## src/rtl/apb2axi_pkg.sv

```systemverilog
// Shared widths and FIFO entry layouts for the APB-to-AXI bridge.
package apb2axi_pkg;

   localparam int TAG_W       = 4;
   localparam int AXI_ID_W    = 4;
   localparam int AXI_DATA_W  = 64;
   localparam int DIR_ENTRIES = 1 << TAG_W;

   typedef struct packed {
      logic [TAG_W-1:0]      tag;
      logic [AXI_DATA_W-1:0] data;
      logic                  last;
      logic [1:0]            resp;
   } rdf_entry_t;

   typedef struct packed {
      logic             is_write;
      logic [TAG_W-1:0] tag;
      logic [1:0]       resp;
      logic             error;
      logic [7:0]       num_beats;
   } completion_entry_t;

   localparam int RDF_W        = $bits(rdf_entry_t);
   localparam int COMPLETION_W = $bits(completion_entry_t);

endpackage

```

## src/rtl/apb2axi_rd_collector_if.sv

```systemverilog
// AR-issue notification, AXI R channel and the two FIFO push ports of the read collector.
interface apb2axi_rd_collector_if;
   import apb2axi_pkg::*;

   logic                  ar_issue_valid;
   logic [TAG_W-1:0]      ar_issue_tag;
   logic [7:0]            ar_issue_len;

   logic                  rvalid;
   logic                  rready;
   logic [AXI_ID_W-1:0]   rid;
   logic [AXI_DATA_W-1:0] rdata;
   logic [1:0]            rresp;
   logic                  rlast;

   logic                  rdf_push;
   rdf_entry_t            rdf_entry;
   logic                  rdf_full;

   logic                  cpl_push;
   completion_entry_t     cpl_entry;
   logic                  cpl_full;

   logic                  err_unexpected;

   modport slave (
      input  ar_issue_valid, ar_issue_tag, ar_issue_len,
      input  rvalid, rid, rdata, rresp, rlast,
      output rready,
      output rdf_push, rdf_entry,
      input  rdf_full,
      output cpl_push, cpl_entry,
      input  cpl_full,
      output err_unexpected
   );

   modport master (
      output ar_issue_valid, ar_issue_tag, ar_issue_len,
      output rvalid, rid, rdata, rresp, rlast,
      input  rready,
      input  rdf_push, rdf_entry,
      output rdf_full,
      input  cpl_push, cpl_entry,
      output cpl_full,
      input  err_unexpected
   );

endinterface

```

## src/rtl/apb2axi_rd_collector.sv

```systemverilog
// Per-tag AXI read-burst collector: beats pass straight to the read-data FIFO, burst end pushes a completion.
// Zero-latency push path; rready drops whenever either FIFO is full. APB2AXI_RLEN_CHECK_EN adds ARLEN checking.
module apb2axi_rd_collector
   import apb2axi_pkg::*;
(
   input  logic                   aclk,
   input  logic                   aresetn,
   apb2axi_rd_collector_if.slave  bus
);

   logic [DIR_ENTRIES-1:0] active_q, active_d;
   logic [7:0]             beat_cnt_q [DIR_ENTRIES];
   logic [7:0]             beat_cnt_d [DIR_ENTRIES];
   logic [1:0]             resp_acc_q [DIR_ENTRIES];
   logic [1:0]             resp_acc_d [DIR_ENTRIES];
`ifdef APB2AXI_RLEN_CHECK_EN
   logic [7:0]             exp_len_q  [DIR_ENTRIES];
   logic [7:0]             exp_len_d  [DIR_ENTRIES];
`endif
   logic                   err_q, err_d;

   logic [TAG_W-1:0] r_tag;
   logic [TAG_W-1:0] a_tag;
   logic             rready_w;
   logic             beat_acc;
   logic             r_active;
   logic             hit;
   logic [7:0]       cur_cnt;
   logic [7:0]       cnt_inc;
   logic [1:0]       cur_acc;
   logic [1:0]       resp_max;
   logic             last_eff;
   logic             len_err;
   logic             early_end;
   logic             cpl_fire;
   logic             issue_ok;
   logic             issue_err;
   logic             cpl_error;

   assign r_tag    = bus.rid[TAG_W-1:0];
   assign a_tag    = bus.ar_issue_tag;
   assign rready_w = aresetn && !bus.rdf_full && !bus.cpl_full;
   assign beat_acc = bus.rvalid && rready_w;
   assign r_active = active_q[r_tag];
   assign hit      = beat_acc && r_active;
   assign cur_cnt  = beat_cnt_q[r_tag];
   assign cur_acc  = resp_acc_q[r_tag];
   assign cnt_inc  = (cur_cnt == 8'hFF) ? 8'hFF : cur_cnt + 8'd1;
   assign resp_max = (bus.rresp > cur_acc) ? bus.rresp : cur_acc;

`ifdef APB2AXI_RLEN_CHECK_EN
   logic len_hit;
   assign len_hit   = (cur_cnt == exp_len_q[r_tag]);
   // Reaching the expected count without rlast ends the burst early, flagged as an error.
   assign last_eff  = bus.rlast || len_hit;
   assign early_end = !bus.rlast && len_hit;
   assign len_err   = bus.rlast ^ len_hit;
`else
   logic unused_len;
   assign unused_len = ^bus.ar_issue_len;
   assign last_eff   = bus.rlast;
   assign early_end  = 1'b0;
   assign len_err    = 1'b0;
`endif

   assign cpl_fire  = hit && last_eff;
   assign cpl_error = (resp_max >= 2'd2) || len_err;

   // A tag finishing this cycle may be re-issued in the same cycle without error.
   assign issue_ok  = bus.ar_issue_valid &&
                      (!active_q[a_tag] || (cpl_fire && (r_tag == a_tag)));
   assign issue_err = bus.ar_issue_valid && !issue_ok;

   assign err_d = issue_err || (beat_acc && !r_active) || (hit && early_end);

   always_comb begin
      active_d   = active_q;
      beat_cnt_d = beat_cnt_q;
      resp_acc_d = resp_acc_q;
`ifdef APB2AXI_RLEN_CHECK_EN
      exp_len_d  = exp_len_q;
`endif
      if (hit) begin
         if (last_eff) begin
            active_d[r_tag] = 1'b0;
         end else begin
            beat_cnt_d[r_tag] = cnt_inc;
            resp_acc_d[r_tag] = resp_max;
         end
      end
      if (issue_ok) begin
         active_d[a_tag]   = 1'b1;
         beat_cnt_d[a_tag] = 8'd0;
         resp_acc_d[a_tag] = 2'd0;
`ifdef APB2AXI_RLEN_CHECK_EN
         exp_len_d[a_tag]  = bus.ar_issue_len;
`endif
      end
   end

   always_ff @(posedge aclk or negedge aresetn) begin
      if (!aresetn) begin
         active_q <= '0;
         err_q    <= 1'b0;
         for (int i = 0; i < DIR_ENTRIES; i++) begin
            beat_cnt_q[i] <= 8'd0;
            resp_acc_q[i] <= 2'd0;
`ifdef APB2AXI_RLEN_CHECK_EN
            exp_len_q[i]  <= 8'd0;
`endif
         end
      end else begin
         active_q   <= active_d;
         err_q      <= err_d;
         beat_cnt_q <= beat_cnt_d;
         resp_acc_q <= resp_acc_d;
`ifdef APB2AXI_RLEN_CHECK_EN
         exp_len_q  <= exp_len_d;
`endif
      end
   end

   always_comb begin
      bus.rdf_entry = '0;
      bus.cpl_entry = '0;
      if (aresetn) begin
         bus.rdf_entry.tag       = r_tag;
         bus.rdf_entry.data      = bus.rdata;
         bus.rdf_entry.last      = bus.rlast;
         bus.rdf_entry.resp      = bus.rresp;
         bus.cpl_entry.is_write  = 1'b0;
         bus.cpl_entry.tag       = r_tag;
         bus.cpl_entry.resp      = resp_max;
         bus.cpl_entry.error     = cpl_error;
         bus.cpl_entry.num_beats = cnt_inc;
      end
   end

   assign bus.rready         = rready_w;
   assign bus.rdf_push       = hit;
   assign bus.cpl_push       = cpl_fire;
   assign bus.err_unexpected = err_q;

endmodule

```

## src/flat_wrapper.sv

```systemverilog
// flat-port wrapper written by rule: the top's interface ports become plain ports
module apb2axi_rd_collector_flat import apb2axi_pkg::*;
  (aclk, aresetn, bus_ar_issue_valid, bus_ar_issue_tag, bus_ar_issue_len, bus_rvalid, bus_rid, bus_rdata, bus_rresp, bus_rlast, bus_rready, bus_rdf_push, bus_rdf_entry, bus_rdf_full, bus_cpl_push, bus_cpl_entry, bus_cpl_full, bus_err_unexpected);
  apb2axi_rd_collector_if bus_i ();
  input  logic aclk;
  input  logic aresetn;
  input wire logic [$bits(bus_i.ar_issue_valid)-1:0] bus_ar_issue_valid;
  input wire logic [$bits(bus_i.ar_issue_tag)-1:0] bus_ar_issue_tag;
  input wire logic [$bits(bus_i.ar_issue_len)-1:0] bus_ar_issue_len;
  input wire logic [$bits(bus_i.rvalid)-1:0] bus_rvalid;
  input wire logic [$bits(bus_i.rid)-1:0] bus_rid;
  input wire logic [$bits(bus_i.rdata)-1:0] bus_rdata;
  input wire logic [$bits(bus_i.rresp)-1:0] bus_rresp;
  input wire logic [$bits(bus_i.rlast)-1:0] bus_rlast;
  output wire logic [$bits(bus_i.rready)-1:0] bus_rready;
  output wire logic [$bits(bus_i.rdf_push)-1:0] bus_rdf_push;
  output wire logic [$bits(bus_i.rdf_entry)-1:0] bus_rdf_entry;
  input wire logic [$bits(bus_i.rdf_full)-1:0] bus_rdf_full;
  output wire logic [$bits(bus_i.cpl_push)-1:0] bus_cpl_push;
  output wire logic [$bits(bus_i.cpl_entry)-1:0] bus_cpl_entry;
  input wire logic [$bits(bus_i.cpl_full)-1:0] bus_cpl_full;
  output wire logic [$bits(bus_i.err_unexpected)-1:0] bus_err_unexpected;
  assign bus_i.ar_issue_valid = bus_ar_issue_valid;
  assign bus_i.ar_issue_tag = bus_ar_issue_tag;
  assign bus_i.ar_issue_len = bus_ar_issue_len;
  assign bus_i.rvalid = bus_rvalid;
  assign bus_i.rid = bus_rid;
  assign bus_i.rdata = bus_rdata;
  assign bus_i.rresp = bus_rresp;
  assign bus_i.rlast = bus_rlast;
  assign bus_rready = bus_i.rready;
  assign bus_rdf_push = bus_i.rdf_push;
  assign bus_rdf_entry = bus_i.rdf_entry;
  assign bus_i.rdf_full = bus_rdf_full;
  assign bus_cpl_push = bus_i.cpl_push;
  assign bus_cpl_entry = bus_i.cpl_entry;
  assign bus_i.cpl_full = bus_cpl_full;
  assign bus_err_unexpected = bus_i.err_unexpected;
  apb2axi_rd_collector u_core (.aclk(aclk), .aresetn(aresetn), .bus(bus_i));
endmodule
```

## config.mk

```make
export PLATFORM = sky130hd
export DESIGN_NAME = apb2axi_rd_collector_flat
export DESIGN_NICKNAME = d
export VERILOG_FILES = /design/src/rtl/apb2axi_pkg.sv /design/src/rtl/apb2axi_rd_collector_if.sv /design/src/rtl/apb2axi_rd_collector.sv /design/src/flat_wrapper.sv
export SDC_FILE = /design/constraint.sdc
export NUM_CORES = 1
export LEC_CHECK = 0
export ABC_AREA = 0
export CAP_MARGIN = 20
export CORE_ASPECT_RATIO = 0.7
export CORE_MARGIN = 3
export CORE_UTILIZATION = 48
export CTS_CLUSTER_SIZE = 12
export DETAILED_ROUTE_END_ITERATION = 8
export HOLD_SLACK_MARGIN = 0.15
export MAX_ROUTING_LAYER = met4
export PLACE_DENSITY_LB_ADDON = 0.1
export SYNTH_ARGS = -nofsm -noshare
export SYNTH_HDL_FRONTEND = slang
export SYNTH_SLANG_ARGS = --single-unit
```

## constraint.sdc

```tcl
create_clock -name aclk -period 12.1 [get_ports aclk]
set_input_delay 2.42 -clock aclk [delete_from_list [all_inputs] [get_ports aclk]]
set_output_delay 2.42 -clock aclk [all_outputs]
set_load 0.02 [all_outputs]
```

# --- Word-level counts from Yosys, hierarchy flattened ---
# Cells that the tools add are included.
totals:
  register_bits: 177
  inputBits: 89
  out_inout_bits: 91
  elab_cells: 113
classes:
  add_sub_neg: 1
  n_lt_le_gt_ge: 10
  n_eq_ne: 2
  mux: 37
  bitwise_logic: 9
  n_reduce_logical: 20
ops:
  columns: ["cell", "n"]
  rows:
  - ["128-bit two-way mux", 3]
  - ["128-bit bitwise AND", 1]
  - ["128-bit bitwise mux", 1]
  - ["128-bit inverter", 1]
  - ["32-bit two-way mux", 3]
  - ["71-bit two-way mux", 1]
  - ["8-bit demux with 4-bit select", 2]
  - ["16-bit two-way mux", 3]
  - ["8-bit two-way mux", 5]
  - ["32-bit bitwise AND", 1]
  - ["8-bit binary-select mux with 4-bit select", 1]
  - ["32-bit bitwise mux", 1]
  - ["32-bit inverter", 1]
  - ["16-bit bitwise AND", 1]
  - ["2-bit demux with 4-bit select", 2]
  - ["16-bit inverter", 1]
  - ["16-bit OR", 1]
  - ["15-bit two-way mux", 1]
  - ["1-bit logical AND", 13]
  - ["5-bit greater-or-equal comparator, second input constant", 2]
  - ["4-bit by 5-bit < comparator with 1-bit output, second input constant", 2]
  - ["5-bit by 1-bit < comparator with 1-bit output, second input constant", 2]
  - ["2-bit two-way mux", 5]
  - ["4-bit inverter with 5-bit output", 2]
  - ["other kinds (12)", 23]

# --- Longest topological paths before layout ---
# Gate-level depths: netlist of the first run.
logic_depth:
  ltp_word: 12
  mapped_depth: 13
  ltp_nobuf: 9

# --- Worst setup path before layout of the first run ---
# OpenSTA, ideal clock, no wires.
synth_timing:
  path_type: "input -> output"
  start: "input bus_rid[0]"
  end: "output bus_cpl_entry[9]"
  t_arrival_ns: 5.333
  required_ns: 9.680
  slack_ns: 4.347
  path_stages: 11
  n_path_buf: 4
  cell_sequence: "buf_6 -> buf_12 -> clkbuf_1 -> mux4_2 -> mux4_2 -> inv_1 -> ha_1 -> o22ai_1 -> mux2_2 -> buf_2 -> and2_1"
synth_between:
  elab_chain_cells: 7
synth_lines:
  columns: ["item", "line", "text"]
  rows:
  - ["start, declared", "flat_wrapper.sv:11", "input wire logic [$bits(bus_i.rid)-1:0] bus_rid;"]
  - ["4-bit inverter with 5-bit output (not written as such) *", "apb2axi_rd_collector.sv:47", "assign cur_acc = resp_acc_q[r_tag];"]
  - ["2-bit binary-select mux with 4-bit select *", "apb2axi_rd_collector.sv:47", null]
  - ["2-bit two-way mux (not written as such) * (2 in series)", "apb2axi_rd_collector.sv:47", null]
  - ["2-bit greater-than comparator", "apb2axi_rd_collector.sv:49", "assign resp_max = (bus.rresp > cur_acc) ? bus.rresp : cur_acc;"]
  - ["2-bit two-way mux *", "apb2axi_rd_collector.sv:49", null]
  - ["15-bit two-way mux *", "apb2axi_rd_collector.sv:126", "if (aresetn) begin"]
  - ["end, declared", "flat_wrapper.sv:20", "output wire logic [$bits(bus_i.cpl_entry)-1:0] bus_cpl_entry;"]
# Mark *: on every way between the ends. The rest lies on a longest branch, timed or not. The select of a mux whose other input is x is not followed.

# --- Worst setup path in the final report of the first run ---
layout_timing:
  start: "input bus_rid[2]"
  end: "output bus_cpl_entry[6]"
layout_between:
  elab_chain_cells: 7
  elab_cells_between_ends: 8
  classes_between: "1 x add/sub; 1 x eq/ne; 5 x mux; 1 x bitwise"
layout_lines:
  columns: ["item", "line", "text"]
  rows:
  - ["4-bit inverter with 5-bit output (not written as such) *", "apb2axi_rd_collector.sv:46", "assign cur_cnt = beat_cnt_q[r_tag];"]
  - ["8-bit binary-select mux with 4-bit select *", "apb2axi_rd_collector.sv:46", null]
  - ["8-bit two-way mux (not written as such) * (2 in series)", "apb2axi_rd_collector.sv:46", null]
  - ["8-bit by 1-bit adder with 8-bit output or 8-bit equality test (tied branches)", "apb2axi_rd_collector.sv:48", "assign cnt_inc = (cur_cnt == 8'hFF) ? 8'hFF : cur_cnt + 8'd1;"]
  - ["8-bit two-way mux *", "apb2axi_rd_collector.sv:48", null]
  - ["15-bit two-way mux *", "apb2axi_rd_collector.sv:126", null]
# Marked as above.

==> results of run 1 <==
power by group through the flow:
stage | registers, W | logic [W] | clock network, W
finish | 0.000659 | 0.000283 | 0.000551
global route | 0.000662 | 0.000302 | 0.000583
CTS | 0.000658 | 0.000282 | 0.000556
detailed placement | 0.000668 | 0.000281 | 0
global placement | 0.000667 | 0.000278 | 0
floorplan | 0.000660 | 0.000178 | 0
logic make-up after synthesis:
kind of cell / after synthesis / synth area share
flip-flops: 177 / 0.438
adder cells (fa/ha/maj): 4 / 0.00495
buffers and inverters: 88 / 0.0569
AO/OA/AOI/OAI: 196 / 0.166
AND/OR/NAND/NOR: 400 / 0.191
multiplexers: 69 / 0.137
other: 1 / 0.000371
XOR/XNOR: 6 / 0.00520
synth_stat cells, types with 6 or more instances:
cell type,number
buf_6,20
a211oi_1,45
a211oi_2,51
dfrtp_1,177
buf_4,12
and2_1,73
a22oi_1,12
mux2i_1,10
buf_2,27
nand2_1,112
nand3_1,20
nor3_1,15
o22ai_1,30
mux4_2,45
and3_1,6
a21o_1,16
nor2_1,129
a21oi_1,23
mux4_1,6
clkbuf_1,18
layer usage:
metal  track usage  routed length, um
met1         0.411              14400
met2         0.415              14100
met3        0.0837               2850
met4        0.0609                433
met5             -                  0
sequential cells by signal, indices dropped and copies added (netlist names):
register                   cells
u_core.active_q               16
u_core.beat_cnt_q            128
u_core.bus.err_unexpected      1
u_core.resp_acc_q             32
worst reg2reg max path: stages, from the launching register on:
cell,delay (ns)
dfrtp_1,0.41
mux4_2,0.49
mux2_2,0.30
o21ai_2,0.09
nand3_2,0.20
nor3_1,1.05
buf_4,0.33
a211oi_1,0.07
layout make-up:
class                   instances  area [sq um]
repair buffers                197          1910
inverters                       6          22.5
multi-input cells             676          5160
clock inverters                10          98.8
clock buffers                  22           484
well taps                     270           338
fillers                      1688          7790
flip-flops and latches        177          4430
metrics by stage:
step | std cells | hold slack (ns) | setup WS, ns
2_1_floorplan | 941 | 0.458 | 4.35
3_3_place_gp | 1323 | 0.478 | 3.05
3_5_place_dp | 1324 | 0.495 | 3.01
4_1_cts | 1356 | 0.510 | 3.02
5_1_grt | 1358 | 0.528 | 2.77
6_report | 1358 | 0.511 | 2.93
worst max-delay path by stage:
stage                          start               end  cells past startpoint
after floorplan           bus_rid[0]  bus_cpl_entry[9]                     11
after global placement    bus_rid[3]  bus_cpl_entry[6]                     10
after detailed placement  bus_rid[3]  bus_cpl_entry[6]                     10
after CTS                 bus_rid[3]  bus_cpl_entry[6]                     10
after global routing      bus_rid[2]  bus_cpl_entry[6]                     10
final                     bus_rid[2]  bus_cpl_entry[6]                     10
==> results.yml, run 1 <==
final_layout:
  design_area_sq_mm: 0.0124
  final_common_cell: "dfrtp_1"
  layout-drive-gt1-share: 0.196
  final_cell_mix: "dfrtp_1, clkdlybuf4s50_1, nor2_1, nand2_1, and2_1"
  final_util: 0.615
  syn2layout_area_growth_pct: 23.0
  finalNetCount: 1168
  diodes: 0
routing:
  finalWirelength_um: 31800
  drc: 0
  postRouteAntennaNets: 0
  wire_per_inst_um: 23.4
  dr.pass1.iters: 5
  drt-vias-per-instance: 5.99
  drtIter0Drc: 898
  vias: 8128
sta:
  hold_viol: 0
  fmax_ghz: 0.109
  fin_crit_sh: 0.758
  slew_headroom: 0.151
  grt_setup_unrepaired: "false"
  setup_tns_ns: 0
  setup_viol_count_final: 0
  worst_pin_slew_ns: 1.26
  finClkSkew_ns: 0.00864
  drv_slew: 0
  period_minus_slack_ns: 9.17
clock_tree:
  cts_hold_buf: 0
  cts.clk_slew.worst_paths_ns: 0.07
  post_cts_buffers: 0
  cts_tree: "yes"
  clkSinkCount: 177
  htreeDepth: 4
  cts_buffers: 17
  root_buffer: "clkbuf_16"
  cts_resized: 0
  clk_latency_ns: 0.44
  clk_path_buf_depth: 2
logic_synthesis:
  synth_seq_cells: 177
  synth_top_area_cell: "dfrtp_1"
  yosysWarnings: 0
  synthArstFlopShare: 1.00
  synthTopCellsByArea: "dfrtp_1, mux4_2, a211oi_2"
  synth_edf_count: 0
  avgSynthCellArea_sq_um: 10.7
  ys.flop_type: "dfrtp_1"
  syn_inst: 941
  ys_types: 57
  synth_fp_nets: 1034
  synthesis.area_sq_mm: 0.0101
  synth_top_area_frac: 0.438
  synth_seq_area_share: 0.438
place:
  post-dp-hpwl_um: 21500
  dpl_cell_area_sq_mm: 0.0118
  io_buffers: 170
  gp_congestion: 0.891
setup_path:
  reg2regPathDepth: 7
  slowest_stage: "clkdlybuf4s50_1"
  critPathMaxStageDelay_ns: 1.06
  cp-end-kind: "output port"
  critPathTopFamily: "buffers and inverters"
  cp.required_ns: 9.68
  r2r_end: "u_core.beat_cnt_q[19]$_DFF_PN0_"
  r2r_setup_slack_ns: 9.01
  crit_chain: "clkdlybuf4s50_1 > and2_1 > a22oi_2 > nand2_1 > ha_1 > nand3_1 > nor2_1 > mux2i_4 > nor2_1 > clkdlybuf4s50_1"
  crit_type: "in2out"
  rr_startpoint: "u_core.active_q[15]$_DFF_PN0_"
  worstPathArrival_ns: 6.75
  worst-path-max-fanout: 17
  crit_buf_inv: 2
  worstSetupStartpointType: "input port"
die:
  rows: 43
  chipHeight_um: 127
  die_area_sq_mm: 0.0229
  start_util: 0.500
  pin_count: 180
  core_area_sq_mm: 0.0202
  chipWidth_um: 179
power:
  power.density_mw_per_mm2: 120
  p_seq_frac: 0.441
  fin_total_pwr_w: 0.00149
  p_leak_nw: 5.03
  p_int_w: 0.00108
  p_sw_w: 0.000418
  clockPowerShare: 0.369
  switching_share: 0.280
  ir_drop_mv: 0.0994
  comb_power_share: 0.190
hold_path:
  hp-class: "reg2reg"
  min-delay-start: "u_core.active_q[3]$_DFF_PN0_"
  holdPathEnd: "u_core.active_q[3]$_DFF_PN0_"
  hold_depth: 1
global_routing:
  grt_pass1_wl_um: 48900
  grt-ovfl-total: 0
  antenna_found_initial: 0
  grt_pass1_vias: 8049
  grt_max_degree: 86
  grtUsageTotal: 0.289
run:
  maxCapViolCount: 0
status:
  run_status: "finished, final reports clean"
(Power assumes the default switching activity.)
==> inputs of run 2 (changes only) <==
==> constraint.sdc (replaced) <==
create_clock -name aclk -period 8 [get_ports aclk]
set_input_delay 1.6 -clock aclk [delete_from_list [all_inputs] [get_ports aclk]]
set_output_delay 1.6 -clock aclk [all_outputs]
set_load 0.02 [all_outputs]
==> run 2 against run 1 <==
Compared with the run above: first-iteration DRC count decreased by 1.0%; cell count increased by 0.74%; non-clock buffer count increased by 10; combinational power increased by 53%; clock skew increased by 0.0023 ns; via count increased by 1.4%; sequential power increased by 51%; die area unchanged; design area increased by 1.2%; critical path depth increased by 1; clock power increased by 68%; worst hold slack got worse by 0.0086 ns; critical endpoint is now bus_cpl_entry[2]; highest routed layer unchanged.
==> results.yml, run 2 (synthesis results as in run 1) <==
clock_tree:
  cts_resized: 0
  cts.clk_slew.worst_paths_ns: 0.06
  cts_buffers: 17
  clk_path_buf_depth: 2
  htreeDepth: 4
  post_cts_buffers: 0
  clkSinkCount: 177
  root_buffer: "clkbuf_16"
  cts_tree: "yes"
  clk_latency_ns: 0.45
  cts_hold_buf: 0
setup_path:
  rr_startpoint: "u_core.beat_cnt_q[32]$_DFF_PN0_"
  crit_path_start: "bus_rid[2]"
  cp.required_ns: 6.40
  worstPathArrival_ns: 5.48
  worst-path-max-fanout: 17
  crit_type: "in2out"
  worstSetupStartpointType: "input port"
  cp-end-kind: "output port"
routing:
  drtIter0Drc: 889
  vias: 8245
  top_layer: "met4"
  postRouteAntennaNets: 0
  wire_per_inst_um: 23.7
  met1_length_um: 14600
  wl_met3_um: 3140
  drc: 0
  dr.pass1.iters: 5
  finalWirelength_um: 32500
  wl_met2_um: 14100
  drt-vias-per-instance: 6.03
sta:
  drv_slew: 0
  fin_ws_ns: 0.920
  setup_viol_count_final: 0
  hold_viol: 0
  fmax_ghz: 0.141
  grt_setup_unrepaired: "false"
  worst_pin_slew_ns: 1.15
  setup_tns_ns: 0
  whs_ns: 0.502
  fin_crit_sh: 0.885
  period_minus_slack_ns: 7.08
  slew_headroom: 0.230
  finClkSkew_ns: 0.0110
place:
  gp_congestion: 0.890
  post-dp-hpwl_um: 22400
  io_buffers: 170
  place_ws_ns: 1.01
final_layout:
  diodes: 0
  n_fill_cell: 1624
  largestRegisters: "u_core.beat_cnt_q x128, u_core.resp_acc_q x32, u_core.active_q x16"
  regMostFlops: "u_core.beat_cnt_q"
  final_common_cell: "dfrtp_1"
  finalNetCount: 1178
  syn2layout_area_growth_pct: 24.5
  final_cell_mix: "dfrtp_1, clkdlybuf4s50_1, nor2_1, nand2_1, and2_1"
  largest_reg_flops: 128
  layout-drive-gt1-share: 0.202
global_routing:
  grtUsageTotal: 0.297
  grt-ovfl-total: 0
  grt_max_degree: 103
  grt_pass1_wl_um: 50400
  antenna_found_initial: 0
  grt_pass1_vias: 8104
run:
  maxCapViolCount: 0
power:
  p_leak_nw: 5.10
  fin_total_pwr_w: 0.00236
  ir_drop_mv: 0.170
  power.density_mw_per_mm2: 187
hold_path:
  min-delay-start: "u_core.active_q[1]$_DFF_PN0_"
  hp-class: "reg2reg"
die:
  rows: 43
  die_area_sq_mm: 0.0229
  core_area_sq_mm: 0.0202
  chipHeight_um: 127
  chipWidth_um: 179
  start_util: 0.500
  pin_count: 180
status:
  run_status: "finished, final reports clean"
## run 2: cell types whose count changed in the layout (fill, tap and decap cells not counted), sizes merged
cell and change:
buf +9, clkinv -5, clkbuf +1, bufinv +3
clkinvlp +2
## run 2: metal layers
metal  up-vias  global-route usage
met1      4124               0.437
met3        64              0.0848
met5         -                   -
met2       393               0.408
met4         0              0.0718
li1       3664                   -
## run 2: layout make-up
cell class	count	area, sq um	share of cell area
Clock inverter	10	171	0.0136
Tap cell	270	338	0.0268
Inverter	6	22.5	0.00179
Sequential cell	177	4430	0.352
Timing Repair Buffer	207	1990	0.158
Multi-Input combinational cell	676	5160	0.410
Clock buffer	22	474	0.0377
## run 2: final timing paths
kind                                              endpoint  slack, ns  cells past startpoint
hold / removal                u_core.active_q[1]$_DFF_PN0_       0.50                      1
hold reg to reg               u_core.active_q[1]$_DFF_PN0_       0.50                      1
setup / recovery                          bus_cpl_entry[2]       0.92                     11
min in group asynchronous  u_core.resp_acc_q[15]$_DFF_PN0_       1.14                      1
setup reg to reg           u_core.beat_cnt_q[51]$_DFF_PN0_       4.92                      8
max in group asynchronous  u_core.beat_cnt_q[17]$_DFF_PN0_       5.37                      3
## run 2: critical path, stage by stage
cell and delay [ns]:
clkdlybuf4s50_1 0.62, buf_4 0.30, and2b_1 0.61, a22oi_1 0.18, nand2_1 0.15, ha_1 0.26
nand3_1 0.21, nor3_4 0.48, nor2_4 0.28, nor2_1 0.14, clkdlybuf4s50_1 0.63
## run 2: per-stage QoR
stage	cells	utilization	area, sq um
after floorplan	941	-	10100
after global placement	1330	0.587	11900
after detailed placement	1333	0.589	11900
after CTS	1365	0.621	12600
after global routing	1368	0.622	12600
final	1368	0.622	12600
## run 2: where the power goes
group | switching [W] | internal (W)
registers | 0.0000436 | 0.000955
logic | 0.000225 | 0.000208
clock network | 0.000374 | 0.000552
total | 0.000643 | 0.00172
